==> config.mk <==
export PLATFORM = sky130hd
export DESIGN_NAME = md_ctrl
export DESIGN_NICKNAME = d
export VERILOG_FILES = /design/src/rtl/md_ctrl_pkg.sv /design/src/rtl/md_hilo.sv /design/src/rtl/md_ctrl.sv
export SDC_FILE = /design/constraint.sdc
export NUM_CORES = 1
export LEC_CHECK = 0
export ABC_AREA = 1
export ABC_CLOCK_PERIOD_IN_PS = 1500
export CAP_MARGIN = 0
export CORE_ASPECT_RATIO = 0.7
export CORE_UTILIZATION = 38
export DETAILED_ROUTE_END_ITERATION = 7
export GPL_ROUTABILITY_DRIVEN = 0
export MAX_ROUTING_LAYER = met4
export PLACE_DENSITY = 0.89
export REMOVE_ABC_BUFFERS = 1
export SYNTH_ARGS = -nofsm -noshare
export SYNTH_HDL_FRONTEND = slang
export SYNTH_SLANG_ARGS = --single-unit
==> constraint.sdc <==
create_clock -name i_clk -period 1.5 [get_ports i_clk]
set_clock_uncertainty 0.15 [all_clocks]
set_input_delay 0.225 -clock i_clk [delete_from_list [all_inputs] [get_ports i_clk]]
set_output_delay 0.225 -clock i_clk [all_outputs]
set_load 0.02 [all_outputs]
==> src/rtl/md_ctrl_pkg.sv <==
// Shared encodings for the multiply/divide sequencing controller.
// Op codes match the execute-stage 3-bit op field.
package md_ctrl_pkg;

  typedef enum logic [2:0] {
    OP_MULT  = 3'b000,
    OP_MULTU = 3'b001,
    OP_DIV   = 3'b010,
    OP_DIVU  = 3'b011,
    OP_MTHI  = 3'b100,
    OP_MTLO  = 3'b101,
    OP_MFHI  = 3'b110,
    OP_MFLO  = 3'b111
  } op_e;

  typedef enum logic [1:0] {
    ST_IDLE      = 2'd0,
    ST_MUL_WAIT  = 2'd1,
    ST_DIV_ISSUE = 2'd2,
    ST_DIV_RUN   = 2'd3
  } state_e;

  localparam logic [1:0] SEL_DIV   = 2'b00;
  localparam logic [1:0] SEL_DIVU  = 2'b01;
  localparam logic [1:0] SEL_MULT  = 2'b10;
  localparam logic [1:0] SEL_MULTU = 2'b11;

  // MULT/MULTU/DIV/DIVU map onto unit_sel as {multiply, unsigned}.
  function automatic logic [1:0] op_to_sel(input logic [2:0] op);
    return {~op[1], op[0]};
  endfunction

endpackage

==> src/rtl/md_hilo.sv <==
// Architectural HI/LO pair: full result write from the unit, or single-half move.
// One-cycle write latency; synchronous active-high reset clears both halves.
module md_hilo (
  input  logic        i_clk,
  input  logic        i_rst,
  input  logic        i_res_we,
  input  logic [31:0] i_res_hi,
  input  logic [31:0] i_res_lo,
  input  logic        i_mv_we,
  input  logic        i_mv_hi,
  input  logic [31:0] i_mv_dat,
  output logic [31:0] o_hi,
  output logic [31:0] o_lo
);

  logic [31:0] r_hi;
  logic [31:0] r_lo;

  always_ff @(posedge i_clk) begin
    if (i_rst) begin
      r_hi <= 32'd0;
      r_lo <= 32'd0;
    end else if (i_res_we) begin
      r_hi <= i_res_hi;
      r_lo <= i_res_lo;
    end else if (i_mv_we) begin
      if (i_mv_hi) r_hi <= i_mv_dat;
      else         r_lo <= i_mv_dat;
    end
  end

  assign o_hi = r_hi;
  assign o_lo = r_lo;

endmodule

==> src/rtl/md_ctrl.sv <==
// Multiply/divide sequencer: fixed-latency multiply, busy-handshake divide with watchdog, HI/LO commit.
// Stalls any request while busy; define MD_CTRL_DIV0_TRAP_EN to trap divide-by-zero instead of issuing it.
module md_ctrl
  import md_ctrl_pkg::*;
#(
  parameter int MUL_LAT     = 2,
  parameter int DIV_TIMEOUT = 64
) (
  input  logic        i_clk,
  input  logic        i_rst,
  input  logic        i_req,
  input  logic [2:0]  i_op,
  input  logic [31:0] i_rs_val,
  input  logic [31:0] i_rt_val,
  output logic        o_stall,
  output logic [31:0] o_rd_val,
  output logic [31:0] o_hi,
  output logic [31:0] o_lo,
  output logic        o_unit_start,
  output logic [1:0]  o_unit_sel,
  output logic [31:0] o_unit_a,
  output logic [31:0] o_unit_b,
  input  logic        i_unit_busy,
  input  logic [31:0] i_unit_lo,
  input  logic [31:0] i_unit_hi,
  output logic        o_div0,
  output logic        o_timeout
);

  localparam int CNT_W = $clog2(MUL_LAT + 1);
  localparam int WD_W  = $clog2(DIV_TIMEOUT);
  localparam logic [CNT_W-1:0] CNT_LOAD = CNT_W'(MUL_LAT);
  localparam logic [WD_W-1:0]  WD_LAST  = WD_W'(DIV_TIMEOUT - 1);

  state_e           r_state;
  state_e           w_state_nxt;
  logic [CNT_W-1:0] r_cnt;
  logic [CNT_W-1:0] w_cnt_nxt;
  logic [WD_W-1:0]  r_wdog;
  logic [WD_W-1:0]  w_wdog_nxt;
  logic [31:0]      r_unit_a;
  logic [31:0]      r_unit_b;
  logic [1:0]       r_unit_sel;
  logic             r_unit_start;
  logic             w_start_nxt;
  logic             r_div0;
  logic             w_div0_nxt;
  logic             r_timeout;
  logic             w_timeout_nxt;
  logic             w_ld_ops;
  logic             w_res_we;
  logic             w_mv_we;
  logic [31:0]      w_hi;
  logic [31:0]      w_lo;

  always_comb begin
    w_state_nxt   = r_state;
    w_cnt_nxt     = r_cnt;
    w_wdog_nxt    = r_wdog;
    w_start_nxt   = r_unit_start;
    w_div0_nxt    = 1'b0;
    w_timeout_nxt = 1'b0;
    w_ld_ops      = 1'b0;
    w_res_we      = 1'b0;
    w_mv_we       = 1'b0;
    case (r_state)
      ST_IDLE: begin
        if (i_req) begin
          case (i_op)
            OP_MULT, OP_MULTU: begin
              w_ld_ops    = 1'b1;
              w_cnt_nxt   = CNT_LOAD;
              w_state_nxt = ST_MUL_WAIT;
            end
            OP_DIV, OP_DIVU: begin
`ifdef MD_CTRL_DIV0_TRAP_EN
              if (i_rt_val == 32'd0) begin
                w_div0_nxt = 1'b1;
              end else begin
                w_ld_ops    = 1'b1;
                w_start_nxt = 1'b1;
                w_state_nxt = ST_DIV_ISSUE;
              end
`else
              w_ld_ops    = 1'b1;
              w_start_nxt = 1'b1;
              w_state_nxt = ST_DIV_ISSUE;
`endif
            end
            OP_MTHI, OP_MTLO: w_mv_we = 1'b1;
            default: ;
          endcase
        end
      end
      ST_MUL_WAIT: begin
        if (r_cnt == CNT_W'(1)) begin
          w_res_we    = 1'b1;
          w_state_nxt = ST_IDLE;
        end else begin
          w_cnt_nxt = r_cnt - CNT_W'(1);
        end
      end
      // The divider may still report busy from a previous op here, so it is ignored.
      ST_DIV_ISSUE: begin
        w_wdog_nxt  = '0;
        w_state_nxt = ST_DIV_RUN;
      end
      ST_DIV_RUN: begin
        if (!i_unit_busy) begin
          w_res_we    = 1'b1;
          w_start_nxt = 1'b0;
          w_state_nxt = ST_IDLE;
        end else if (r_wdog == WD_LAST) begin
          w_timeout_nxt = 1'b1;
          w_start_nxt   = 1'b0;
          w_state_nxt   = ST_IDLE;
        end else begin
          w_wdog_nxt = r_wdog + WD_W'(1);
        end
      end
      default: w_state_nxt = ST_IDLE;
    endcase
  end

  always_ff @(posedge i_clk) begin
    if (i_rst) begin
      r_state      <= ST_IDLE;
      r_cnt        <= '0;
      r_wdog       <= '0;
      r_unit_a     <= 32'd0;
      r_unit_b     <= 32'd0;
      r_unit_sel   <= SEL_DIV;
      r_unit_start <= 1'b0;
      r_div0       <= 1'b0;
      r_timeout    <= 1'b0;
    end else begin
      r_state      <= w_state_nxt;
      r_cnt        <= w_cnt_nxt;
      r_wdog       <= w_wdog_nxt;
      r_unit_start <= w_start_nxt;
      r_div0       <= w_div0_nxt;
      r_timeout    <= w_timeout_nxt;
      if (w_ld_ops) begin
        r_unit_a   <= i_rs_val;
        r_unit_b   <= i_rt_val;
        r_unit_sel <= op_to_sel(i_op);
      end
    end
  end

  md_hilo u_hilo (
    .i_clk    (i_clk),
    .i_rst    (i_rst),
    .i_res_we (w_res_we),
    .i_res_hi (i_unit_hi),
    .i_res_lo (i_unit_lo),
    .i_mv_we  (w_mv_we),
    .i_mv_hi  (~i_op[0]),
    .i_mv_dat (i_rs_val),
    .o_hi     (w_hi),
    .o_lo     (w_lo)
  );

  assign o_stall      = i_req & (r_state != ST_IDLE);
  assign o_rd_val     = (i_op == OP_MFHI) ? w_hi :
                        (i_op == OP_MFLO) ? w_lo : 32'd0;
  assign o_hi         = w_hi;
  assign o_lo         = w_lo;
  assign o_unit_start = r_unit_start;
  assign o_unit_sel   = r_unit_sel;
  assign o_unit_a     = r_unit_a;
  assign o_unit_b     = r_unit_b;
  assign o_div0       = r_div0;
  assign o_timeout    = r_timeout;

endmodule
==> results of run 1 <==
## stage by stage
stage | util (%) | area (sq um) | setup TNS [ns] | hold slack [ns] | std cells
3_3_place_gp | 63.0 | 10400 | -73.85 | 0.313 | 1536
2_1_floorplan | - | 6150 | -219.16 | 0.144 | 905
5_1_grt | 84.6 | 14000 | -37.66 | 0.126 | 1651
4_1_cts | 77.3 | 12800 | -19.66 | 0.157 | 1637
3_5_place_dp | 63.0 | 10400 | -82.96 | 0.321 | 1536
6_report | 84.6 | 14000 | -31.08 | 0.124 | 1651
## cell usage after synthesis (2+ instances only)
cell type and n:
nand2_1 218, dfxtp_1 142, buf_6 10, inv_2 5, nor2_1 168, nand2_2 8
buf_1 4, o21ai_1 30, ha_1 2, o21ai_0 44, buf_4 2, nand3_1 106
inv_1 81, a21oi_1 59, clkbuf_1 37, o22ai_1 32, nor2_2 3, buf_2 15
## where the power goes
part,switching (W),total [W],internal [W]
Clock,0.00182,0.00460,0.00278
Combinational,0.00180,0.00335,0.00156
Sequential,0.000159,0.00417,0.00401
Total,0.00378,0.0121,0.00835
## repair_timing
item | in CTS | in global routing
hold buffers | 1 | 0
resized for setup | 711 | 434
pin swaps | 59 | 99
gates cloned | 32 | 6
setup buffers | 37 | 19
endpoints found under the setup margin | 293 | 247
hold endpoints to repair | 3 | 0
## cells by family (layout without fill, tap and decap cells)
family	count (synthesis)	count (layout)	synth area share, %
AND/OR/NAND/NOR	507	507	31.9
AO/OA/AOI/OAI	166	166	13.4
buffers and inverters	154	605	10.4
flip-flops	142	142	43.7
adder cells (fa/ha/maj)	2	2	0.385
other	1	3	0.0576
XOR/XNOR	1	1	0.135
## state kept, by name, indices dropped and copies added (netlist names), 2 cells and up
name and flops:
o_unit_b 32, u_hilo.o_lo 32, r_cnt 2, r_state 2
o_unit_sel 2, r_wdog 6, u_hilo.o_hi 32, o_unit_a 32
## worst min-delay path by stage
stage | endpoint | startpoint | slack, ns | cells after the start
global placement | o_unit_b[17] | o_unit_b[17] | 0.31 | 2
global route | r_state[0] | i_op[2] | 0.13 | 5
floorplan | r_wdog[1] | i_rst | 0.14 | 1
detailed placement | o_unit_a[0] | o_unit_a[0] | 0.32 | 2
CTS | r_state[0] | i_op[2] | 0.16 | 5
finish | r_state[0] | i_op[2] | 0.12 | 5
## final cells by class
class | count | area (sq um) | area share, %
repair buffers | 487 | 5300 | 37.9
multi-input cells | 677 | 4470 | 31.9
flip-flops and latches | 142 | 2920 | 20.9
clock buffers | 21 | 470 | 3.36
inverters | 86 | 383 | 2.74
well taps | 225 | 282 | 2.01
clock inverters | 11 | 154 | 1.10
diodes | 2 | 5.00 | 0.0358
## worst max-delay path: cells and delay by family (launching register included)
family,cells,cell delay [ns]
buffers and inverters,3,0.37
flip-flops,1,0.37
AND/OR/NAND/NOR,6,0.69
AO/OA/AOI/OAI,1,0.18
## layer usage
metal	track usage (%)	up-vias	share of wire [%]
met2	63.2	853	44
met1	46.4	4509	36
li1	-	4029	-
met3	12.0	295	12
met5	-	-	0
met4	20.7	0	7.4
==> flow_summary.yaml, run 1 <==
outcome:
  status: "finished, violations left"
  violations: "setup timing"
cts:
  cts.sinks: 142
  cts_tree: "done"
  clkSlewWorstSetupHoldPaths_ns: 0.07
  root_buffer: "clkbuf_16"
  cts_buffers: 17
  cts_buffer_depth: 2
  insertion_delay_ns: 0.42
  cts.htree.levels: 4
worst_setup_path:
  worstSetupPathType: "flip-flop to flip-flop"
  cp.arrival_ns: 2.04
  crit_start: "r_state[0]"
  endpoint: "u_hilo.o_hi[15]"
  start_kind: "flip-flop"
  crit_path_end_kind: "flip-flop"
  ff2ff_path_depth: 10
  r2r_start: "r_state[0]"
  critPathRequiredTime_ns: 1.68
  rr_endpoint: "u_hilo.o_hi[15]"
  critical_path.max_stage_delay_ns: 0.37
  ff2ff_setup_slack_ns: -0.35
  worstPathCellList: "buf_6 -> nor2_4 -> nand2_2 -> nor2_4 -> nand2_4 -> nand2_8 -> buf_12 -> buf_12 -> nand2_1 -> a21oi_1"
  slowest_stage: "dfxtp_4"
  worstPathMaxFanout: 7
die:
  dieArea_sq_um: 17700
  start_util_pct: 39.3
  pin_count: 301
  die_h_um: 111
  die_x_um: 158
  core_sq_um: 16500
  num_rows: 39
drt:
  ant_nets: 0
  via_per_inst: 5.87
  drt_iter0_markers: 1243
  first_pass_iters: 6
  detail_route.wl_per_cell_um: 24.3
  vias: 9686
  drc: 0
  wirelength_um: 40100
synth:
  synth-edff-count: 0
  ys_top_cells_by_area: "dfxtp_1, nand2_1, nor2_1"
  yosysTopAreaCellShare_pct: 43.7
  synth_flop_cell: "dfxtp_1"
  netlist_instances: 973
  synth_area_leader_cell: "dfxtp_1"
  ys_types: 25
  async_reset_ff_share_pct: 0
  synth.yosys.seq_area_share_pct: 43.7
  syn-cell-area_sq_um: 6500
  synth_seq_cells: 142
  syn_avg_cell_area_sq_um: 6.69
  synth_warnings: 0
layout:
  synthToLayoutAreaGrowth_pct: 115
  fillers: 841
  drive_above_1_share_pct: 49.2
  final_cell_mix: "nand2_1, nor2_1, clkdlybuf4s50_1"
  mostFrequentLayoutCell: "nand2_1"
  final_net_count: 1548
timing:
  tightest_slew_ns: 0.552
  setup_viol: 142
  slew-limit-headroom_pct: 63.2
  setup_slack_ns: -0.353
  slew_violations: 0
  fin_crit_ns: 1.85
  fmax_mhz: 540
  rsz0062_at_grt: "true"
  period_share_pct: 124
  finalHoldViolCount: 0
grt:
  antenna_found_initial: 2
  grt_pass1_vias: 9203
  grt_pass1_wl_um: 51400
  track_usage_pct: 40.3
  grt_max_degree: 58
  grt_overflow: 0
pwr:
  power.static_leakage_nw: 6.18
  power_density_nw_per_um2: 867
  peakVddDrop_mv: 0.676
  total_power_w: 0.0121
hold_path:
  worstHoldPathType: "input pin to flip-flop"
placed_design:
  place_ws_ns: -0.830
  io_buffers: 299
  post-dp-hpwl_um: 18300
flow_run:
  maxCapViolCount: 0
Note: power is estimated with default switching activity, not from simulation.
==> run 2, diff against run 1 <==
--- a/config.mk
+++ b/config.mk
@@ -17,4 +17,5 @@
 export REMOVE_ABC_BUFFERS = 1
 export SYNTH_ARGS = -nofsm -noshare
 export SYNTH_HDL_FRONTEND = slang
+export SYNTH_HIERARCHICAL = 1
 export SYNTH_SLANG_ARGS = --single-unit
==> run 2 against run 1 <==
  * The flow still finishes with violations (setup timing)
  * Sequential share of layout area is 0.066 points lower
  * Maximum frequency decreased by 4.8%
  * Hold slack lost 0.0035 ns
  * Area after synthesis up 0.37%
  * Clock-buffer cell count is 1 lower
  * Final cell count is 0.18% higher
  * Highest routed layer unchanged
  * Critical endpoint is now u_hilo/o_hi[13]
  * Die area grew 0.36%
  * Clock power grew 4%
==> flow_summary.yaml, run 2 <==
outcome:
  status: "finished, violations left"
  violations: "setup timing"
die:
  pin_count: 301
  die_h_um: 112
  die_x_um: 159
  dieArea_sq_um: 17700
  core_sq_um: 16500
  num_rows: 39
  start_util_pct: 39.5
pwr:
  total_power_w: 0.0123
  power.static_leakage_nw: 5.89
  peakVddDrop_mv: 0.741
  power_density_nw_per_um2: 879
timing:
  finalHoldViolCount: 0
  period_share_pct: 130
  fin_crit_ns: 1.95
  rsz0062_at_grt: "true"
  setup_slack_ns: -0.446
  setup_viol: 145
  slew_violations: 0
  fmax_mhz: 514
grt:
  grt_overflow: 0
  grt_pass1_wl_um: 55300
  grt_pass1_vias: 9700
  track_usage_pct: 43.7
  antenna_found_initial: 1
  grt_max_degree: 69
layout:
  drive_above_1_share_pct: 47.5
  final_cell_mix: "nand2_1, clkdlybuf4s50_1, buf_4"
  final_net_count: 1552
  fillers: 810
  mostFrequentLayoutCell: "nand2_1"
  synthToLayoutAreaGrowth_pct: 115
  layoutNonFillerInstCount: 1654
placed_design:
  place_ws_ns: -0.775
  io_buffers: 299
  dp.cells: 1543
  post-dp-hpwl_um: 17600
drt:
  drc: 0
  vias: 9620
  wirelength_um: 40500
  wl_met1_um: 14300
  wl_met3_um: 5130
  top_layer: "met4"
  detail_route.wl_per_cell_um: 24.5
  first_pass_iters: 8
  met2_wirelength_um: 18600
  drt_iter0_markers: 1115
  via_per_inst: 5.82
  ant_nets: 0
cts:
  cts.sinks: 142
  insertion_delay_ns: 0.42
  cts_tree: "done"
  clkSlewWorstSetupHoldPaths_ns: 0.06
  cts_buffer_depth: 2
  cts_buffers: 17
  cts.htree.levels: 4
  root_buffer: "clkbuf_16"
synth:
  synth_flop_cell: "dfxtp_1"
  ys_top_cells_by_count: "nand2_1, nor2_1, dfxtp_1"
  synth-edff-count: 0
  synth_area_leader_cell: "dfxtp_1"
  synth_warnings: 6
  async_reset_ff_share_pct: 0
  syn-cell-area_sq_um: 6530
  syn_avg_cell_area_sq_um: 6.71
  synth_seq_cells: 142
  synth.most_common_cell: "nand2_1"
  yosysTopAreaCellShare_pct: 43.5
  synth.yosys.seq_area_share_pct: 43.5
  ys_types: 24
  ys_top_cells_by_area: "dfxtp_1, nand2_1, nor2_1"
  netlist_instances: 973
worst_setup_path:
  worstPathMaxFanout: 8
  start_kind: "flip-flop"
  crit_path_end_kind: "flip-flop"
  cp.arrival_ns: 2.12
  critPathRequiredTime_ns: 1.67
  worstSetupPathType: "flip-flop to flip-flop"
flow_run:
  maxCapViolCount: 0
hold_path:
  worstHoldPathType: "input pin to flip-flop"
-- run 2: cell count changes in the layout (fill, tap and decap cells not counted), sizes merged, moves of 6 or more --
cell and change:
nand2 +27, a21oi +9, clkdlybuf4s15 +6, nand3 -38
inv +9, dlygate4sd2 -11, nor2 -12, buf +10
-- run 2: layout make-up --
class / count / area [sq um] / share of cell area (%)
tap: 225 / 282 / 2.01
sequential: 142 / 2920 / 20.8
multi-input combinational: 672 / 4490 / 32.1
inverter: 95 / 384 / 2.74
timing repair inverter: 1 / 30.0 / 0.214
clock inverter: 12 / 208 / 1.48
antenna: 1 / 2.50 / 0.0179
clock buffer: 20 / 437 / 3.12
timing repair buffer: 486 / 5260 / 37.5
-- run 2: kinds of logic after synthesis --
family,count (synthesis),synth area share [%]
AND/OR/NAND/NOR,494,30.7
AO/OA/AOI/OAI,175,14.0
buffers and inverters,159,11.3
flip-flops,142,43.5
adder cells (fa/ha/maj),2,0.383
other,1,0.0574
-- run 2: repair_timing --
action	4_1_cts	5_1_grt
gates resized for setup	879	309
hold buffers	0	0
cloned	37	0
setup endpoints to repair	301	250
buffers inserted	36	13
pin swaps	117	64
-- run 2: per-layer routing --
layer,vias to the layer above,GRT usage [%]
met2,871,69.3
met1,4486,49.7
met4,0,23.2
met5,-,-
li1,4013,-
met3,250,12.3
-- run 2: through the flow --
step	TNS, ns	hold slack, ns	cell area [sq um]	util [%]
2_1_floorplan	-253.68	0.144	6150	-
3_3_place_gp	-85.94	0.282	10400	63.1
3_5_place_dp	-94.57	0.308	10400	63.1
4_1_cts	-26.60	0.108	13500	81.7
5_1_grt	-40.82	0.109	14000	84.7
6_report	-34.19	0.120	14000	84.7
-- run 2: power by group --
part	internal [W]	switching [W]
Sequential	0.00402	0.000165
Clock	0.00298	0.00180
Combinational	0.00154	0.00182
-- run 2: final timing paths --
path	start	endpoint	slack, ns	cells after the start
worst min-delay path	i_op[1]	o_unit_start	0.12	4
worst max register to register	r_state[1]	u_hilo/o_hi[13]	-0.45	11
worst min register to register	o_unit_start	o_unit_start	0.33	2
worst max-delay path	r_state[1]	u_hilo/o_hi[13]	-0.45	11
-- run 2: critical path, cell delays in order (launching register included) --
cell	delay (ns)
dfxtp_4	0.39
nand2_1	0.10
inv_2	0.09
nand2_4	0.10
nand2_8	0.13
buf_12	0.14
buf_6	0.11
buf_16	0.14
nand2_1	0.08
nand2_1	0.11
nand2_2	0.07
a21oi_2	0.22
